**src/rtl/fir_stim_src.sv**
```systemverilog
// Burst-capturing stimulus source: scales LFSR words into a small FIFO that feeds
// the FIR sample port over valid/ready, and keeps a checksum of delivered samples.
module fir_stim_src #(
  parameter int DATA_W = 16,
  parameter int CNT_W  = 16,
  parameter int SHIFT  = 0,
  parameter int DEPTH  = 4
) (
  input  logic              clk,
  input  logic              resetn,
  input  logic [DATA_W-1:0] lfsr_in,
  input  logic              start,
  input  logic [CNT_W-1:0]  burst_len,
  output logic [DATA_W-1:0] sample_out,
  output logic              sample_valid,
  input  logic              sample_ready,
  output logic              busy,
  output logic              done,
  output logic [DATA_W-1:0] checksum
);

  localparam int AW = $clog2(DEPTH);
  localparam logic [AW:0] OCC_FULL = (AW+1)'(DEPTH);

  typedef enum logic [1:0] {S_IDLE, S_RUN, S_DRAIN, S_DONE} state_t;

  state_t                   state_q, state_d;
  logic [CNT_W-1:0]         len_q, len_d;
  logic [CNT_W-1:0]         cnt_q, cnt_d;
  logic [DATA_W-1:0]        csum_q, csum_d;
  logic [AW-1:0]            wr_q, rd_q;
  logic [AW:0]              occ_q;
  logic signed [DATA_W-1:0] mem_q [DEPTH];
  logic                     push, pop, full, empty;

  function automatic logic signed [DATA_W-1:0] scale(input logic [DATA_W-1:0] w);
    logic signed [DATA_W-1:0] s;
    s = w;
    return s >>> SHIFT;
  endfunction

  assign full         = (occ_q == OCC_FULL);
  assign empty        = (occ_q == '0);
  assign pop          = !empty && sample_ready;
  assign sample_valid = !empty;
  // Empty FIFO presents zero so the port is deterministic out of reset.
  assign sample_out   = empty ? '0 : mem_q[rd_q];
  assign busy         = (state_q != S_IDLE);
  assign done         = (state_q == S_DONE);
  assign checksum     = csum_q;

  always_comb begin
    state_d = state_q;
    len_d   = len_q;
    cnt_d   = cnt_q;
    csum_d  = csum_q;
    push    = 1'b0;
    case (state_q)
      S_IDLE: begin
        if (start) begin
          len_d   = burst_len;
          cnt_d   = '0;
          csum_d  = '0;
          state_d = (burst_len == '0) ? S_DONE : S_RUN;
        end
      end
      S_RUN: begin
        if (!full) begin
          push  = 1'b1;
          cnt_d = cnt_q + 1'b1;
          if (cnt_q + 1'b1 == len_q) state_d = S_DRAIN;
        end
      end
      S_DRAIN: if (empty) state_d = S_DONE;
      S_DONE:  state_d = S_IDLE;
      default: state_d = S_IDLE;
    endcase
    if (pop) csum_d = csum_q + sample_out;
  end

  always_ff @(posedge clk) begin
    if (!resetn) begin
      state_q <= S_IDLE;
      len_q   <= '0;
      cnt_q   <= '0;
      csum_q  <= '0;
      wr_q    <= '0;
      rd_q    <= '0;
      occ_q   <= '0;
    end else begin
      state_q <= state_d;
      len_q   <= len_d;
      cnt_q   <= cnt_d;
      csum_q  <= csum_d;
      if (push) wr_q <= wr_q + 1'b1;
      if (pop)  rd_q <= rd_q + 1'b1;
      case ({push, pop})
        2'b10:   occ_q <= occ_q + 1'b1;
        2'b01:   occ_q <= occ_q - 1'b1;
        default: occ_q <= occ_q;
      endcase
    end
  end

  // Storage is data only; pointers and occupancy decide what is visible.
  always_ff @(posedge clk) begin
    if (push) mem_q[wr_q] <= scale(lfsr_in);
  end

endmodule
```
**config.mk**
```make
export PLATFORM = sky130hd
export DESIGN_NAME = fir_stim_src
export DESIGN_NICKNAME = d
export VERILOG_FILES = /design/src/rtl/fir_stim_src.sv
export SDC_FILE = /design/constraint.sdc
export NUM_CORES = 1
export LEC_CHECK = 0
export CAP_MARGIN = 20
export CORE_ASPECT_RATIO = 0.7
export CORE_MARGIN = 4
export CORE_UTILIZATION = 58
export DETAILED_ROUTE_END_ITERATION = 10
export DONT_BUFFER_PORTS = 1
export PLACE_DENSITY = 0.74
export SLEW_MARGIN = 5
export SYNTH_ARGS = -nofsm -noshare
export SYNTH_HDL_FRONTEND = slang
export SYNTH_SLANG_ARGS = --single-unit
```
**constraint.sdc**
```tcl
create_clock -name clk -period 3.9 [get_ports clk]
set_input_delay 0.78 -clock clk [delete_from_list [all_inputs] [get_ports clk]]
set_output_delay 0.78 -clock clk [all_outputs]
set_load 0.05 [all_outputs]
```
# Word level (Yosys, flattened, before mapping)
# Memories as Yosys holds them, arrays and structs flattened. A register that Yosys moved wholly into a read port is not among the register bits.
# Cells that the tools add are included.
# op_classes
add_sub_neg	6
multipliers	0
div	0
order_cmp	0
n_eq_ne	11
shifts	0
n_mux	19
n_bitwise	0
reduce_logical	14
# ops
op	n
$mux 16	5
$pmux 16 s2	1
$add 16x1->16 const B	1
$add 16x16->16	1
$eq 16x16->1	1
$logic_not 16->1	1
$mux 2	7
$reduce_bool 2->1	5
$ne 2x2->1 const B	4
$pmux 2 s4	1
$eq 2x2->1 const B	3
$pmux 3 s2	1
$add 2x1->2 const B	2
$eq 2x1->1 const B	2
$mux 1	4
$reduce_and 2->1	2
$reduce_and 4->1	1
$add 3x1->3 const B	1
$eq 3x3->1 const B	1
$logic_not 3->1	1
$reduce_and 3->1	1
$sub 3x1->3 const B	1
$logic_not 2->1	1
$logic_and 1x1->1	1
$logic_not 1->1	1
# word_totals
register_bits	57
latchBits	0
ram_bits	64
rom_bits	0
in_bits	36
output_inout_bits	35
mem_count	1
# mem_list
memory	words	width	rd	rd_ports_with_merged_regs	write_ports	line_no	source
mem_q	4	16	1	1	1	33	logic signed [DATA_W-1:0] mem_q [DEPTH];

# Logic depth before layout (Yosys ltp)
# logic_depth
ltp_word	5
depth_mapped	13
ltp_nobuf	11

# Least setup slack after synthesis
# OpenSTA, ideal clock, no wires.
# synth_path
path_kind	reg-to-reg
start	register with a tool-made name
end	register csum_q[14], in the netlist checksum[14]
setup_time_ns	0.138
t_arrival_ns	3.380
t_required_ns	3.762
path_slack_ns	0.383
path_stages_with_launch	14
period_less_slack_ns	3.517
cell_sequence	dfxtp_1 > buf_2 > buf_2 > mux4_2 > and2_1 > ha_1 > fa_1 > a21o_1 > a21oi_1 > o21ai_0 > a21oi_1 > o31ai_1 > nand4b_1 > o221ai_1
# synth_rtl
item	line_no	source
to (signal assigned)	94	csum_q <= csum_d;
to (decl)	30	logic [DATA_W-1:0] csum_q, csum_d;

==> flow_summary.yaml <==
run_status:
  status: "finished, final reports clean"
floorplan:
  core-area_um2: 10500
  start_util: 0.600
  ios: 71
  fp.dieH_um: 95.1
  die_area_um2: 12600
  rows: 31
  dieWidth_um: 132
clocking:
  cts_resized: 0
  ctsHoldBuffers: 0
  ctsHtreeMaxLevel: 4
  clk_root_buffer_cell: "clkbuf_16"
  cts.sinks: 123
  cts_tree: "yes"
  cts-buffers-inserted: 17
  clock_path_buffers: 2
  postCtsSetupRepairBufs: 0
  clk-insertion-delay-late_ps: 420
  cts.clk_slew.worst_paths_ps: 60
global_route:
  grt_pass1_wl_mm: 23.3
  antenna_found_initial: 0
  grt-ovfl-total: 0
  grt_pass1_vias: 4247
  grt_max_degree: 67
  grtUsageTotal: 0.243
placed_design:
  port_buffers: 0
  placed_cell_area_um2: 6440
  dp_hpwl_mm: 10.4
  place_ws_ps: 491
  place_congestion: 0.957
timing:
  finalHoldViolCount: 0
  rsz0062_at_grt: "no"
  tns_ps: 0
  fin_crit_sh: 0.879
  maxSlewHeadroom: 0.388
  drv_slew: 0
  worst_pin_slew_ps: 918
  layout_min_cycle_time_ps: 3430
  fin_skew_ps: 12.5
  whs_ps: 454
  setup_violations: 0
  fmax_mhz: 292
  setup_ws_ps: 471
finish:
  n_fill_cell: 779
  seqCellArea_um2: 3100
  final_common_cell: "nand2_1"
  nNetsFinal: 658
  design_area_um2: 7020
  drive_above_1_share: 0.132
  final_cell_mix: "nand2_1 (71), edfxtp_1 (64), dfxtp_1 (59)"
  utilization: 0.671
  flow.area_growth_from_synthesis_pct: 11.9
  multi_input_area_um2: 2940
  n_antenna_cell: 0
synthesis:
  async_reset_ff_frac: 0
  synth_edf_count: 64
  syn_inst: 583
  syn_nets: 647
  syn_avg_cell_area_um2: 10.8
  yosysSeqAreaShare: 0.494
  ys.flop_type: "edfxtp_1"
  synth_area_um2: 6280
  synth_area_leaders: "edfxtp_1 (31%), dfxtp_1 (19%), mux4_2 (5.7%), ha_1 (5.2%), nand2_1 (4.2%)"
  yosysWarnings: 0
  ys_types: 59
  synth_top_area_cell: "edfxtp_1"
  synth-seq-cells: 123
  yosysTopAreaCellShare: 0.306
critical_path:
  cp_slowest_cell: "dfxtp_1"
  critPathBufInv: 0
  crit_chain: "mux4_2 > and2_1 > ha_1 > fa_1 > a21o_1 > a21oi_1 > o21ai_0 > a21oi_1 > o31ai_1 > nand4b_1 > o221ai_1"
  worst_path_most_repeated_cell: "a21oi_1"
  crit_fanout: 8
  cp_top_family: "compound AO/OA/AOI/OAI gates"
  critPathKind: "reg2reg"
  critPathArrivalTime_ps: 3710
  critPathRequiredTime_ps: 4180
  startpoint_type: "register"
  r2r_setup_slack_ps: 470
  timing.critical_path.slowest_cell_delay_ps: 600
  cp-end-kind: "register"
job:
  cap_violations: 0
min_path:
  hold_path.class: "in2reg"
routing:
  firstDrtPassIters: 5
  postRouteAntennaNets: 0
  drc: 0
  wl_mm: 14.9
  routedWlPerCell_um: 20.1
  drtIter0Drc: 401
  via_per_inst: 6.20
  vias: 4584
power:
  p_leak_uw: 0.00255
  peakVddDrop_v: 0.000488
  p_per_area_nw_per_um2: 756
[cells by family (layout without fill, tap and decap cells)]
logic type / Yosys count / in the layout / synth area share
simple gates: 214 / 214 / 0.172
flops: 123 / 123 / 0.494
compound gates: 121 / 121 / 0.132
buf+inv: 47 / 71 / 0.0375
xor+xnor: 29 / 29 / 0.0405
fa+ha+maj: 28 / 28 / 0.0582
mux: 21 / 21 / 0.0654
[Yosys cell counts, drive strengths merged (2+ instances only)]
master / number
nand2: 71
edfxtp: 64
dfxtp: 59
a21boi: 33
and2: 30
nand3: 29
ha: 26
o21ai: 25
clkbuf: 21
a21oi: 19
nor2: 19
nor3: 19
mux4: 16
xnor2: 16
inv: 15
xor2: 13
buf: 10
o21a: 9
nand4: 8
and3: 7
nor2b: 7
mux2i: 5
nor4: 5
o31ai: 5
or3: 4
a22oi: 3
a31oi: 3
and4: 3
nand2b: 3
o211a: 3
o41ai: 3
or2: 3
a211oi: 2
a21o: 2
fa: 2
nand4b: 2
o2111a: 2
o211ai: 2
o21bai: 2
[worst register-to-register path, delay by kind of cell, from the launching register on]
| kind | cells | cell delay, ps |
|---|---|---|
| multiplexers | 1 | 550 |
| AO/OA/AOI/OAI | 6 | 1200 |
| AND/OR/NAND/NOR | 2 | 300 |
| adder cells (fa/ha/maj) | 2 | 640 |
| flip-flops | 1 | 600 |
[registers in the layout (all words and copies together), names as in the netlist, named ones only]
signal / flops
mem_q: 64
wr_q: 2
cnt_q: 16
len_q: 16
state_q: 2
checksum: 16
occ_q: 3
rd_q: 2
[final cells by class]
| cell class | count | area share |
|---|---|---|
| well taps | 132 | 0.0235 |
| repair buffers | 24 | 0.0257 |
| clock inverters | 15 | 0.0217 |
| multi-input cells | 413 | 0.419 |
| inverters | 15 | 0.00802 |
| clock buffers | 17 | 0.0606 |
| flip-flops and latches | 123 | 0.442 |
[where the power goes]
part           switching, µW  total, µW  internal (µW)
clock                    643       1540            900
sequential               192       1730           1540
combinational           1330       2030            700
total                   2170       5310           3140
[through the flow]
| stage | power [µW] | instances |
|---|---|---|
| 2_1_floorplan | 3210 | 583 |
| 3_3_place_gp | 3720 | 707 |
| 3_5_place_dp | 3760 | 707 |
| 4_1_cts | 5310 | 739 |
| 5_1_grt | 5560 | 739 |
| 6_report | 5310 | 739 |
[metal layers]
metal / GRT usage / share of wire / up-vias
li1: - / - / 2164
met1: 0.354 / 0.47 / 2218
met2: 0.343 / 0.42 / 179
met3: 0.0865 / 0.097 / 23
met4: 0.0657 / 0.016 / 0
met5: 0 / 0 / -
[path summary, 6_finish.rpt]
path                                endpoint  cells past startpoint  startpoint
worst min-delay path             mem_q[0][4]                      0  lfsr_in[4]
worst max-delay path            checksum[14]                     11    register
worst max register to register  checksum[14]                     11    register
worst min register to register     len_q[15]                      2   len_q[15]
Note: power is estimated with default switching activity, not from simulation.
